`src/rtl/registro_control_multi.sv`:
```
// Multi-channel accelerator control/status register: one word per channel with
// a start/ack handshake to the channel FSM, sticky W1C flags, a busy watchdog and an interrupt.
module registro_control_multi #(
  parameter int N_CH    = 2,
  parameter int DATA_W  = 32,
  parameter int TIMEOUT = 1024,
  parameter int AW      = (N_CH > 1) ? $clog2(N_CH) : 1
) (
  input  logic                     clk,
  input  logic                     rst,
  input  logic                     cpu_we,
  input  logic [AW-1:0]            cpu_addr,
  input  logic [DATA_W-1:0]        cpu_wdata,
  output logic [DATA_W-1:0]        cpu_rdata,
  output logic [N_CH-1:0]          fsm_start,
  input  logic [N_CH-1:0]          fsm_ack,
  input  logic [N_CH-1:0]          fsm_done,
  input  logic [N_CH-1:0]          fsm_we,
  input  logic [N_CH*DATA_W-1:0]   fsm_data,
  output logic                     irq
);

  localparam int DW = DATA_W - 8;
  localparam int CW = (TIMEOUT > 1) ? $clog2(TIMEOUT) : 1;

  logic [31:0]       addr_ext;
  logic [DATA_W-1:0] words [N_CH];
  logic [N_CH-1:0]   start_v;
  logic [N_CH-1:0]   flag_v;
  logic              unused_wdata;

  assign addr_ext     = 32'(cpu_addr);
  assign unused_wdata = ^{cpu_wdata[7:5], cpu_wdata[1]};

  // Handshake: fsm_start[i] is a level request that stays up until the channel
  // FSM answers with a one-cycle fsm_ack[i]; request and ack transfer on the same
  // edge, after which the channel is BUSY until fsm_done[i] or a watchdog expiry.
  for (genvar i = 0; i < N_CH; i++) begin : g_ch
    logic          start_r;
    logic          busy_r;
    logic          done_r;
    logic          err_r;
    logic          ie_r;
    logic [DW-1:0] data_r;
    logic [CW-1:0] cnt_r;
    logic          cpu_sel;
    logic          ack_ok;
    logic          done_ok;
    logic          expire;
    logic          unused_lo;

    assign cpu_sel   = cpu_we && (addr_ext == i);
    assign ack_ok    = fsm_ack[i] & start_r;
    assign done_ok   = fsm_done[i] & busy_r;
    assign unused_lo = ^fsm_data[i*DATA_W +: 8];

    // A done on the expiry cycle takes precedence, so expiry requires no done.
    if (TIMEOUT > 0) begin : g_wd
      assign expire = busy_r & ~fsm_done[i] & (cnt_r == CW'(TIMEOUT - 1));
    end else begin : g_no_wd
      assign expire = 1'b0;
    end

    always_ff @(posedge clk) begin
      if (!rst) begin
        start_r <= 1'b0;
        busy_r  <= 1'b0;
        done_r  <= 1'b0;
        err_r   <= 1'b0;
        ie_r    <= 1'b0;
        data_r  <= '0;
        cnt_r   <= '0;
      end else begin
        if (ack_ok) begin
          start_r <= 1'b0;
        end else if (cpu_sel) begin
          start_r <= cpu_wdata[0];
        end

        if (ack_ok) begin
          busy_r <= 1'b1;
        end else if (done_ok || expire) begin
          busy_r <= 1'b0;
        end

        if (ack_ok || !busy_r || done_ok || expire) begin
          cnt_r <= '0;
        end else if (cnt_r != CW'(TIMEOUT - 1)) begin
          cnt_r <= cnt_r + 1'b1;
        end

        // Sticky flags: a set on the same edge as a W1C wins.
        done_r <= (done_r & ~(cpu_sel & cpu_wdata[2])) | done_ok;
        err_r  <= (err_r  & ~(cpu_sel & cpu_wdata[3])) | expire;

        if (cpu_sel) begin
          ie_r <= cpu_wdata[4];
        end

        if (fsm_we[i]) begin
          data_r <= fsm_data[i*DATA_W + 8 +: DW];
        end else if (cpu_sel) begin
          data_r <= cpu_wdata[DATA_W-1:8];
        end
      end
    end

    assign words[i]   = {data_r, 3'b000, ie_r, err_r, done_r, busy_r, start_r};
    assign start_v[i] = start_r;
    assign flag_v[i]  = ie_r & (done_r | err_r);
  end

  assign fsm_start = start_v;

  always_comb begin
    cpu_rdata = '0;
    for (int i = 0; i < N_CH; i++) begin
      if (addr_ext == 32'(i)) begin
        cpu_rdata = words[i];
      end
    end
  end

  always_ff @(posedge clk) begin
    if (!rst) begin
      irq <= 1'b0;
    end else begin
      irq <= |flag_v;
    end
  end

endmodule

```
`config.mk`:
```
export PLATFORM = sky130hd
export DESIGN_NAME = registro_control_multi
export DESIGN_NICKNAME = d
export VERILOG_FILES = /design/src/rtl/registro_control_multi.sv
export SDC_FILE = /design/constraint.sdc
export NUM_CORES = 1
export LEC_CHECK = 0
export ABC_AREA = 1
export CAP_MARGIN = 40
export CORE_MARGIN = 2
export CORE_UTILIZATION = 46
export CTS_BUF_LIST = sky130_fd_sc_hd__clkbuf_4 sky130_fd_sc_hd__clkbuf_8
export CTS_CLUSTER_DIAMETER = 40
export CTS_CLUSTER_SIZE = 16
export DETAILED_ROUTE_END_ITERATION = 6
export PLACE_DENSITY = 0.8
export SLEW_MARGIN = 20
export SYNTH_ARGS = -nofsm -noshare
export SYNTH_HDL_FRONTEND = slang
export SYNTH_SLANG_ARGS = --single-unit
export TNS_END_PERCENT = 30
```
`constraint.sdc`:
```
create_clock -name clk -period 1.6 [get_ports clk]
set_clock_uncertainty 0.2 [all_clocks]
set_input_delay 0.32 -clock clk [delete_from_list [all_inputs] [get_ports clk]]
set_output_delay 0.32 -clock clk [all_outputs]
set_load 0.02 [all_outputs]
```
; Yosys cells after proc, flatten, opt, wreduce, memory -nomap -nowiden
; Cells that the tools add are included.
[word_totals]
ff_bits = 79
input_bits = 106
out_inout_bits = 35
word_cells = 84
[classes]
addsub = 2
eq_ne = 4
n_mux = 10
bitwise = 31
reduce_logical = 22
[ops]
columns = op, count
row1 = $mux W24, 4
row2 = $mux W32, 2
row3 = $logic_not A32 Y1, 1
row4 = $add A10 B1 Y10 const B, 2
row5 = $eq A10 B10 Y1 const B, 2
row6 = $ne A10 B10 Y1 const B, 2
row7 = $and A1 B1 Y1, 18
row8 = $reduce_or A2 Y1, 5
row9 = $logic_or A1 B1 Y1, 8
row10 = $reduce_bool A2 Y1, 4
row11 = $not A1 Y1, 7
row12 = $or A1 B1 Y1, 6
row13 = $mux W1, 4
row14 = $logic_and A1 B1 Y1, 2
row15 = $logic_not A1 Y1, 2

; Longest topological paths before layout
[logic_depth]
ltp_word = 6
mapped_depth = 8
depth_no_buf = 6

; Worst setup path before layout
; No wires, ideal clock.
[synth_timing]
path_type = input -> output
from = input port cpu_addr
to = output port cpu_rdata[1]
t_arrival_ns = 1.171
required_ns = 1.080
path_slack_ns = -0.091
stages = 3
path_buffers = 2
cell_sequence = buf_4 clkbuf_1 o21ai_0
[synth_between]
elab_chain_cells = 3
[synth_lines]
columns = element, line
row1 = start: declaration, 12  ; input logic [AW-1:0] cpu_addr,
row2 = $logic_not A32 Y1, 118  ; if (addr_ext == 32'(i)) begin
row3 = $mux W32, 118
row4 = $mux W32 *, 118
row5 = end: declaration, 14  ; output logic [DATA_W-1:0] cpu_rdata,
; Every way passes the cells marked *; elsewhere a longest branch is shown, timed or not.

; Worst setup path in the final report
[layout_timing]
from = input port cpu_addr
to = output port cpu_rdata[12]
; The elaborated chain is that of the path after synthesis.

==> impl_metrics.yaml <==
yosys:
  yosysTopAreaCellShare: 0.4188
  syn_avg_cell_area_um2: 7.085
  synth_seq_area_share: 0.4188
  yosysWarnings: 0
  yosys.area.top_type: "dfxtp_1"
  ys_seq_elements: 79
  synth_cell_types: 31
  synthCells: 533
  syn-cell-area_um2: 3776
  synth.area.top_cells: "dfxtp_1 42%, nand2_1 20%, a31oi_1 6.0%"
power_and_ir_drop:
  power_mw: 4.659
  p_leak_nw: 2.302
  ir_drop_mv: 0.4473
  power_density_nw_per_um2: 860.6
setup_path:
  cp_max_fo: 9
  crit_chain: "buf_4 > inv_4 > buf_12 > nand2_1 > nand2_2 > clkdlybuf4s15_2"
  ff2ff_setup_slack_ns: 0.11
  cp_data_required_time_ns: 1.08
  arrival_ns: 1.07
  startpoint_type: "input pin"
  slowest_stage: "clkdlybuf4s15_2"
  end_kind: "output port"
  critPathKind: "input pin to output port"
  slowest_delay_ns: 0.25
clocking:
  cts_inserted_buffers: 9
  clockBufferDepth: 2
  clk_latency_ns: 0.35
  cts_max_level: 3
  cts_setup_buffers: 0
  ctsRootBufferMaster: "clkbuf_8"
  cts_sinks: 79
  cts_tree: "yes"
  clk_pin_slew_worst_paths_ns: 0.08
run_status:
  status: "completed"
layout:
  fin_nets: 777
  final_area_um2: 5414
  drive_above_1_share: 0.1751
  antenna_cells: 0
  area_delta_synth_final_pct: 43.37
placement:
  numPortBuffers: 117
  post_dp_cell_area_um2: 5291
  routabilityCongestion: 0.8500
  dpl.hpwl_um: 8266
sta:
  period_share: 0.9930
  rsz0062_at_grt: "true"
  setup_violations: 0
  fmax_mhz: 629.4
  final_max_slew_viol_count: 0
  finalHoldViolations: 0
  period_needed_ns: 1.589
floorplanning:
  die_y_um: 94.61
  rows: 33
  start_util: 0.4666
  core_um2: 8093
  die_area_um2: 8950
  io_pins: 141
  die_x_um: 94.61
detailed_routing:
  avgRoutedWirePerCell_um: 14.65
  wl_um: 11410
  vias_per_cell: 5.280
  drtPass1Iterations: 5
  vias: 4113
  route.detailed.drc: 0
  first_iter_violations: 210
  ant_nets: 0
global_routing:
  grt_max_degree: 38
  grt_pass1_wl_um: 17860
  gr-total-overflow: 0
  grt_pass1_vias: 3933
  grt_use_total: 0.2540
  antenna_found_initial: 0
min_path:
  hp-class: "flip-flop to flip-flop"
run:
  cap_violations: 0
==> area by class of cell <==
cell class,instances,area (µm²)
clock buffer,11,145.1
clock inverter,5,81.33
fill,702,2679
inverter,21,87.58
multi-input combinational,401,1939
sequential,79,1588
tap,105,131.4
timing repair buffer,157,1441
==> metal layers <==
metal	vias to the layer above	share of wire	global-route usage	wire length [µm]
met3	27	0.067	0.05267	759
met4	0	0.026	0.1051	301
li1	2025	-	-	-
met5	-	0	0	0
met2	169	0.48	0.4285	5519
met1	1892	0.42	0.3149	4828
==> path summary, 6_finish.rpt <==
kind | startpoint | endpoint | cells past startpoint
setup / recovery | cpu_addr | cpu_rdata[12] | 6
hold / removal | g_ch[0].cnt_r[0]$_SDFFE_PP0P_ | g_ch[0].cnt_r[0]$_SDFFE_PP0P_ | 1
setup reg to reg | g_ch[0].cnt_r[1]$_SDFFE_PP0P_ | g_ch[0].cnt_r[1]$_SDFFE_PP0P_ | 6
hold reg to reg | g_ch[0].cnt_r[0]$_SDFFE_PP0P_ | g_ch[0].cnt_r[0]$_SDFFE_PP0P_ | 1
==> stage by stage <==
step / utilization / setup TNS, ns / hold WS, ns / worst slack, ns / cells
final: 0.6690 / 0 / 0.2562 / 0.01124 / 779
after global placement: 0.6538 / -49.56 / 0.2280 / -0.8149 / 762
after global routing: 0.6690 / -0.01779 / 0.2774 / -0.01779 / 779
after CTS: 0.6787 / -0.05438 / 0.2598 / -0.05438 / 779
after detailed placement: 0.6538 / -50.67 / 0.2413 / -0.8205 / 762
after floorplan: - / -0.06248 / 0.2176 / -0.004165 / 535
==> kinds of logic after synthesis <==
logic type / count (synthesis) / share of synthesized area
compound gates: 90 / 0.1365
buf+inv: 55 / 0.07488
flops: 79 / 0.4188
simple gates: 292 / 0.3277
xor+xnor: 8 / 0.01855
other cells: 1 / 0.0009931
fa+ha+maj: 2 / 0.006626
mux: 6 / 0.01591
==> registers in the layout, indices dropped and copies added, names as in the netlist <==
name / count
g_ch.busy_r: 2
g_ch.err_r: 2
g_ch.done_r: 2
irq: 1
g_ch.cnt_r: 20
g_ch.data_r: 48
g_ch.start_r: 2
g_ch.ie_r: 2
==> cells in the mapped netlist (all sizes together) <==
cell / count
clkbuf: 8
nand3b: 5
clkinv: 3
a31oi: 36
buf: 26
nor3: 2
xnor2: 4
inv: 18
ha: 2
xor2: 4
conb: 1
o211a: 4
mux2i: 6
dfxtp: 79
o21ai: 27
nor2: 34
nand2: 206
nand4: 3
nand3: 42
a21oi: 23
==> worst max-delay path, delay by kind of cell <==
kind,cells,cell delay [ns]
buf+inv,4,0.62
simple gates,2,0.11
==> cell usage in the layout (no fill, tap or decap), drive strengths merged <==
cell and n:
nand2 206, clkdlybuf4s50 84, dfxtp 79, buf 70, nand3 42, a31oi 36, nor2 34, o21ai 27
a21oi 23, inv 20, clkbuf 12, mux2i 6, nand3b 5, o211a 4, xnor2 4, xor2 4
nand4 3, conb 3, clkinv 3, ha 2, bufinv 2, nor3 2, clkinvlp 1, dlygate4sd2 1
clkdlybuf4s15 1
==> power breakdown <==
part	switching [mW]	total (mW)	leakage, nW	internal (mW)
Clock	0.740	1.68	0.113	0.939
Combinational	0.437	0.866	1.54	0.429
Sequential	0.0527	2.11	0.650	2.06
Total	1.23	4.66	2.30	3.43
==> timing repair <==
action / in CTS / in global routing
hold buffers: 0 / 0
gates resized for setup: 116 / 21
endpoints found under the setup margin: 78 / 45
gates cloned: 1 / 0
Note: power is estimated with default switching activity, not from simulation.
